**config.mk**
```make
export PLATFORM = sky130hd
export DESIGN_NAME = chess_clock_timer_flat
export DESIGN_NICKNAME = d
export VERILOG_FILES = /design/src/rtl/chess_clock_pkg.sv /design/src/rtl/chess_clock_timer_if.sv /design/src/rtl/chess_clock_timer_dec.sv /design/src/rtl/chess_clock_timer.sv /design/src/flat_wrapper.sv
export SDC_FILE = /design/constraint.sdc
export NUM_CORES = 1
export LEC_CHECK = 0
export BUFFER_PORTS_ARGS = -buffer_cell sky130_fd_sc_hd__clkbuf_2
export CORE_MARGIN = 4
export CORE_UTILIZATION = 65
export DETAILED_ROUTE_END_ITERATION = 12
export HOLD_SLACK_MARGIN = 0.06
export PLACE_DENSITY = 0.93
export SLEW_MARGIN = 10
export SYNTH_ARGS = -nofsm -noshare
export SYNTH_HDL_FRONTEND = slang
export SYNTH_SLANG_ARGS = --single-unit
```
**constraint.sdc**
```tcl
create_clock -name clk -period 7.5 [get_ports clk]
set_input_delay 1.125 -clock clk [delete_from_list [all_inputs] [get_ports clk]]
set_output_delay 1.125 -clock clk [all_outputs]
set_load 0.02 [all_outputs]
```
**src/rtl/chess_clock_pkg.sv**
```systemverilog
// Shared types for the chess clock: FSM states, BCD digit and MM:SS record.
// No logic here; the reload helper is a pure constant function.
// No flow control; consumed by the interface, decoder and top.
package chess_clock_pkg;

    typedef enum logic [2:0] {
        ST_IDLE   = 3'd0,
        ST_RUN_A  = 3'd1,
        ST_RUN_B  = 3'd2,
        ST_PAUSED = 3'd3,
        ST_FLAG   = 3'd4
    } state_t;

    typedef logic [3:0] bcd_t;

    typedef struct packed {
        bcd_t min_tens;
        bcd_t min_ones;
        bcd_t sec_tens;
        bcd_t sec_ones;
    } mmss_t;

    function automatic mmss_t reload_value(input int unsigned start_min);
        mmss_t v;
        v.min_tens = bcd_t'(start_min / 10);
        v.min_ones = bcd_t'(start_min % 10);
        v.sec_tens = '0;
        v.sec_ones = '0;
        return v;
    endfunction

endpackage

```
**src/rtl/chess_clock_timer_if.sv**
```systemverilog
// Player buttons in, four display digits and status lamps out.
// Pulses are single-cycle strobes; outputs are plain levels.
// No backpressure: every strobe is consumed on the edge it is seen.
interface chess_clock_timer_if;
    import chess_clock_pkg::*;

    logic start;
    logic press_a;
    logic press_b;
    logic pause;
    bcd_t digit3;
    bcd_t digit2;
    bcd_t digit1;
    bcd_t digit0;
    logic disp_b;
    logic active_a;
    logic active_b;
    logic flag_a;
    logic flag_b;

    modport master (
        output start, press_a, press_b, pause,
        input  digit3, digit2, digit1, digit0,
        input  disp_b, active_a, active_b, flag_a, flag_b
    );

    modport slave (
        input  start, press_a, press_b, pause,
        output digit3, digit2, digit1, digit0,
        output disp_b, active_a, active_b, flag_a, flag_b
    );
endinterface

```
**src/rtl/chess_clock_timer_dec.sv**
```systemverilog
// One-second BCD MM:SS decrement with borrow chain; 00:00 saturates.
// Purely combinational, zero latency.
// No flow control.
module bcd_mmss_dec
    import chess_clock_pkg::*;
(
    input  mmss_t cur,
    output mmss_t dec,
    output logic  is_zero,
    output logic  is_zero_next
);

    assign is_zero      = (cur == '0);
    assign is_zero_next = !is_zero && (dec == '0);

    always_comb begin
        dec = cur;
        if (!is_zero) begin
            if (cur.sec_ones != 4'd0) begin
                dec.sec_ones = cur.sec_ones - 4'd1;
            end else begin
                dec.sec_ones = 4'd9;
                if (cur.sec_tens != 4'd0) begin
                    dec.sec_tens = cur.sec_tens - 4'd1;
                end else begin
                    dec.sec_tens = 4'd5;
                    if (cur.min_ones != 4'd0) begin
                        dec.min_ones = cur.min_ones - 4'd1;
                    end else begin
                        dec.min_ones = 4'd9;
                        dec.min_tens = cur.min_tens - 4'd1;
                    end
                end
            end
        end
    end

endmodule

```
**src/rtl/chess_clock_timer.sv**
```systemverilog
// Two-player chess clock: BCD countdown, hand-over, pause and flag detection.
// Outputs decode registered state combinationally; strobes act on the same edge.
// No backpressure; overlapping strobes resolve by start > flag > pause > press.
module chess_clock_timer
    import chess_clock_pkg::*;
#(
    parameter int unsigned TICK_DIV  = 50_000_000,
    parameter int unsigned START_MIN = 5
) (
    input  logic                 clk,
    input  logic                 rst,
    chess_clock_timer_if.slave   bus
);

    localparam int unsigned    PW         = (TICK_DIV > 2) ? $clog2(TICK_DIV) : 1;
    localparam logic [PW-1:0]  PRESC_LAST = PW'(TICK_DIV - 1);
    localparam mmss_t          RELOAD     = reload_value(START_MIN);

    state_t          state_q;
    state_t          state_d;
    logic            run_b_q;
    logic [PW-1:0]   presc_q;
    mmss_t           time_a_q;
    mmss_t           time_b_q;
    logic            flag_a_q;
    logic            flag_b_q;

    logic            running;
    logic            tick;
    logic            expire;
    logic            reload;
    mmss_t           run_time;
    mmss_t           dec_time;
    logic            cur_zero;
    logic            zero_next;
    mmss_t           disp_time;

    assign running  = (state_q == ST_RUN_A) || (state_q == ST_RUN_B);
    assign tick     = running && (presc_q == PRESC_LAST);
    assign run_time = (state_q == ST_RUN_B) ? time_b_q : time_a_q;
    assign expire   = tick && zero_next;
    assign reload   = bus.start && (state_q != ST_IDLE);

    bcd_mmss_dec u_dec (
        .cur          (run_time),
        .dec          (dec_time),
        .is_zero      (cur_zero),
        .is_zero_next (zero_next)
    );

    always_ff @(posedge clk or posedge rst) begin
        if (rst) begin
            state_q <= ST_IDLE;
        end else begin
            state_q <= state_d;
        end
    end

    // A decrement that reaches 00:00 beats a same-edge pause or press.
    always_comb begin
        state_d = state_q;
        unique case (state_q)
            ST_IDLE: begin
                if (bus.start) state_d = ST_RUN_A;
            end
            ST_RUN_A: begin
                if (bus.start)        state_d = ST_IDLE;
                else if (expire)      state_d = ST_FLAG;
                else if (bus.pause)   state_d = ST_PAUSED;
                else if (bus.press_a) state_d = ST_RUN_B;
            end
            ST_RUN_B: begin
                if (bus.start)        state_d = ST_IDLE;
                else if (expire)      state_d = ST_FLAG;
                else if (bus.pause)   state_d = ST_PAUSED;
                else if (bus.press_b) state_d = ST_RUN_A;
            end
            ST_PAUSED: begin
                if (bus.start)      state_d = ST_IDLE;
                else if (bus.pause) state_d = run_b_q ? ST_RUN_B : ST_RUN_A;
            end
            ST_FLAG: begin
                if (bus.start) state_d = ST_IDLE;
            end
            default: state_d = ST_IDLE;
        endcase
    end

    always_ff @(posedge clk or posedge rst) begin
        if (rst) begin
            run_b_q  <= 1'b0;
            time_a_q <= RELOAD;
            time_b_q <= RELOAD;
            flag_a_q <= 1'b0;
            flag_b_q <= 1'b0;
        end else if (reload) begin
            run_b_q  <= 1'b0;
            time_a_q <= RELOAD;
            time_b_q <= RELOAD;
            flag_a_q <= 1'b0;
            flag_b_q <= 1'b0;
        end else begin
            if (tick && !cur_zero) begin
                if (state_q == ST_RUN_B) time_b_q <= dec_time;
                else                     time_a_q <= dec_time;
            end
            if (expire) begin
                if (state_q == ST_RUN_B) flag_b_q <= 1'b1;
                else                     flag_a_q <= 1'b1;
            end
            if (running) run_b_q <= (state_q == ST_RUN_B);
        end
    end

    // Counting continues only while staying in the same run state; any entry restarts the second.
    always_ff @(posedge clk or posedge rst) begin
        if (rst) begin
            presc_q <= '0;
        end else if (running && (state_d == state_q)) begin
            presc_q <= tick ? '0 : presc_q + PW'(1);
        end else begin
            presc_q <= '0;
        end
    end

    always_comb begin
        bus.active_a = (state_q == ST_RUN_A);
        bus.active_b = (state_q == ST_RUN_B);
        bus.flag_a   = flag_a_q;
        bus.flag_b   = flag_b_q;
        unique case (state_q)
            ST_RUN_A:  bus.disp_b = 1'b0;
            ST_RUN_B:  bus.disp_b = 1'b1;
            ST_PAUSED: bus.disp_b = run_b_q;
            ST_FLAG:   bus.disp_b = flag_b_q;
            default:   bus.disp_b = 1'b0;
        endcase
        disp_time  = bus.disp_b ? time_b_q : time_a_q;
        bus.digit3 = disp_time.min_tens;
        bus.digit2 = disp_time.min_ones;
        bus.digit1 = disp_time.sec_tens;
        bus.digit0 = disp_time.sec_ones;
    end

endmodule

```
**src/flat_wrapper.sv**
```systemverilog
// flat-port wrapper written by rule: the top's interface ports become plain ports
module chess_clock_timer_flat import chess_clock_pkg::*;
#(
    parameter int unsigned TICK_DIV  = 50_000_000,
    parameter int unsigned START_MIN = 5
)
  (clk, rst, bus_start, bus_press_a, bus_press_b, bus_pause, bus_digit3, bus_digit2, bus_digit1, bus_digit0, bus_disp_b, bus_active_a, bus_active_b, bus_flag_a, bus_flag_b);
  chess_clock_timer_if bus_i ();
  input  logic clk;
  input  logic rst;
  input wire logic [$bits(bus_i.start)-1:0] bus_start;
  input wire logic [$bits(bus_i.press_a)-1:0] bus_press_a;
  input wire logic [$bits(bus_i.press_b)-1:0] bus_press_b;
  input wire logic [$bits(bus_i.pause)-1:0] bus_pause;
  output wire logic [$bits(bus_i.digit3)-1:0] bus_digit3;
  output wire logic [$bits(bus_i.digit2)-1:0] bus_digit2;
  output wire logic [$bits(bus_i.digit1)-1:0] bus_digit1;
  output wire logic [$bits(bus_i.digit0)-1:0] bus_digit0;
  output wire logic [$bits(bus_i.disp_b)-1:0] bus_disp_b;
  output wire logic [$bits(bus_i.active_a)-1:0] bus_active_a;
  output wire logic [$bits(bus_i.active_b)-1:0] bus_active_b;
  output wire logic [$bits(bus_i.flag_a)-1:0] bus_flag_a;
  output wire logic [$bits(bus_i.flag_b)-1:0] bus_flag_b;
  assign bus_i.start = bus_start;
  assign bus_i.press_a = bus_press_a;
  assign bus_i.press_b = bus_press_b;
  assign bus_i.pause = bus_pause;
  assign bus_digit3 = bus_i.digit3;
  assign bus_digit2 = bus_i.digit2;
  assign bus_digit1 = bus_i.digit1;
  assign bus_digit0 = bus_i.digit0;
  assign bus_disp_b = bus_i.disp_b;
  assign bus_active_a = bus_i.active_a;
  assign bus_active_b = bus_i.active_b;
  assign bus_flag_a = bus_i.flag_a;
  assign bus_flag_b = bus_i.flag_b;
  chess_clock_timer #(.TICK_DIV(TICK_DIV), .START_MIN(START_MIN)) u_core (.clk(clk), .rst(rst), .bus(bus_i));
endmodule
```
==> results_dict.tcl <==
set metrics [dict create \
    post_cts_resized 0 \
    grt-ovfl-total 0 \
    drive_gt1_share_pct 19.0 \
    fin_nets 499 \
    dr.pass1.iters 6 \
    synth_top_family_by_area "simple AND/OR/NAND/NOR gates" \
    hold_violations 0 \
    ff2ff_setup_slack_ps 3830 \
    startpoint "u_core.state_q[2]" \
    yosys.cell_types.count 65 \
    endpoint_kind "output port" \
    cp_top_family "compound AO/OA/AOI/OAI gates" \
    die_y_um 88.9 \
    insertion_delay_ps 350 \
    cp.required_ps 6380 \
    syn_area_per_cell_um2 9.01 \
    ioPinCount 27 \
    place_hpwl_um 7320 \
    diodes 0 \
    startpoint_type "flip-flop" \
    min-delay-start "u_core.presc_q[0]" \
    initial_core_util_pct 67.0 \
    synth_mux_area_share_pct 13.1 \
    async_flop_share_pct 100 \
    synth_compound_area_share_pct 12.0 \
    numCtsBuffers 9 \
    cts_buffer_depth 2 \
    status "completed" \
    reg2reg_to "u_core.state_q[1]" \
    worst_path_max_delay_cell "a31oi_2" \
    num_vias 3874 \
    hold_depth 1 \
    root_buffer "clkbuf_8" \
    met3_usage_pct 4.84 \
    drv_slew 0 \
    antenna_found_initial 0 \
    path_depth 5 \
    synth_seq_cells 64 \
    cp_num_buf_inv 1 \
    max_stage_delay_ps 830 \
    syn_inst 472 \
    post_synth_and_or_nand_nor_area_fraction_pct 26.8 \
    fin_util_pct 73.0 \
    grt_pass1_wl_um 17600 \
    synthesis.nets 480 \
    fmax_mhz 267 \
    rsz0062_at_grt "no" \
    drv_cap 0 \
    path_class "reg -> out" \
    layout_worst_path_cycle_share_pct 49.9 \
    critPathMaxFanout 17 \
    powerDensity_nw_per_um2 257 \
    synth_xor_area_share_pct 5.77 \
    use_met1_pct 40.5 \
    post_cts_buffers 0 \
    cts.reportedPaths.clkPinSlew_ps 80 \
    synth_area_um2 4250 \
    fin_skew_ps 14.5 \
    synth_top_cell_by_area "dfrtp_1" \
    io_buffer_count 26 \
    top_usage_layer "met2" \
    cts_tree "built" \
    ys.flop_type "dfrtp_1" \
    synth_most_common_cell "nor2_1" \
    synth_top_area_share_pct 35.3 \
    synth_area_leaders "dfrtp_1 35%, mux2i_1 6.1%, mux2_2 6.1%" \
    reg2reg_depth 7 \
    period_needed_ps 3750 \
    drtIter0Drc 464 \
    route.detailed.drc 0 \
    dieArea_um2 7900 \
    hp-class "reg -> reg" \
    synth-edff-count 0 \
    coreArea_um2 6350 \
    netlist_top_cells_count "64 x nor2_1, 60 x dfrtp_1, 46 x nand2_1" \
    yosys_warnings 0 \
    cp_data_arrival_time_ps 2620 \
    setup_violations 0 \
    ctsHoldBuffers 0 \
    relSlewSlack_pct 29.2 \
    totalWireLength_um 10600 \
    grt_max_degree 65 \
    grt_use_total_pct 29.0 \
    reg2reg_from "u_core.state_q[2]" \
    grt_use_met2_pct 42.7 \
    wl_per_cell_um 18.6 \
    synthAdderAreaFrac_pct 0.589 \
    syn_to_final_growth_pct 9.03 \
    clock-sinks 64 \
    tns_ps 0 \
    htree_levels 3 \
    ir_drop_v 0.000213 \
    timing.critical_path.to "bus_digit3[3]" \
    ys_seq_area_share_pct 37.8 \
    via_per_inst 6.77 \
    die_width_um 88.9 \
    p_leak_nw 1.95 \
    cp_cell_sequence "nand2b_1 -> a21oi_1 -> a31oi_2 -> mux2_2 -> clkbuf_2" \
    place_congestion 0.934 \
    worst_pin_slew_ps 1060 \
    grt_pass1_vias 3675 \
    rows 29 \
    ant_nets 0 \
]
==> per-layer routing <==
metal,wire (um),up-vias
met1,4550,1832
met5,0,-
met4,452,0
li1,-,1763
met2,4740,227
met3,892,52
==> state kept, by name (all words and copies together) (netlist names) <==
register           flops
u_core.time_a_q       16
u_core.run_b_q         1
u_core.state_q         3
u_core.time_b_q       16
u_core.bus.flag_b      1
u_core.presc_q        26
u_core.bus.flag_a      1
==> logic make-up (layout without fill, tap and decap cells) <==
| kind of cell | after synthesis | count (layout) |
|---|---|---|
| AND/OR/NAND/NOR | 216 | 216 |
| AO/OA/AOI/OAI | 76 | 76 |
| flip-flops | 64 | 64 |
| multiplexers | 51 | 51 |
| buffers and inverters | 35 | 58 |
| XOR/XNOR | 28 | 28 |
| adder cells (fa/ha/maj) | 2 | 2 |
==> worst min path at each step <==
stage                                    to  slack [ps]
after global routing      u_core.presc_q[0]         540
after floorplan           u_core.presc_q[0]         460
final                     u_core.presc_q[0]         490
after CTS                 u_core.presc_q[0]         490
after detailed placement  u_core.presc_q[0]         480
after global placement    u_core.presc_q[0]         470
==> worst reg2reg max path: stages (launching register included) <==
cell and delay, ps:
dfrtp_1 550, or3b_4 630, inv_2 450, mux2i_1 340, nor2b_1 460, o211ai_1 290
or4_4 600, a31o_1 240
==> metrics by stage <==
step	instances	hold slack, ps	cell area, um^2	power (mW)	setup WS, ps
CTS	572	490	4640	1.18	3690
detailed placement	557	480	4390	0.818	3950
global placement	557	472	4390	0.805	4040
global route	572	535	4640	1.25	3600
finish	572	485	4640	1.19	3750
floorplan	472	455	4250	0.738	4490
==> power breakdown <==
group | switching [mW] | internal [mW]
Sequential | 0.0453 | 0.370
Clock | 0.139 | 0.228
Combinational | 0.262 | 0.145
==> cell type report <==
type | instances | area (um^2)
Clock buffer | 10 | 138
Clock inverter | 5 | 105
Fill cell | 476 | 1710
Inverter | 13 | 48.8
Multi-Input combinational cell | 373 | 2480
Sequential cell | 64 | 1610
Tap cell | 77 | 96.3
Timing Repair Buffer | 30 | 160
==> placed cells by master (no fill, tap or decap), drive strengths merged, types with 17 or more instances in the layout <==
cell	instances
nor2	64
mux2	23
nor3	23
nor4	18
mux2i	27
nand2	46
o21ai	22
a21oi	17
dfrtp	60
clkbuf	36
Note: power is estimated with default switching activity, not from simulation.
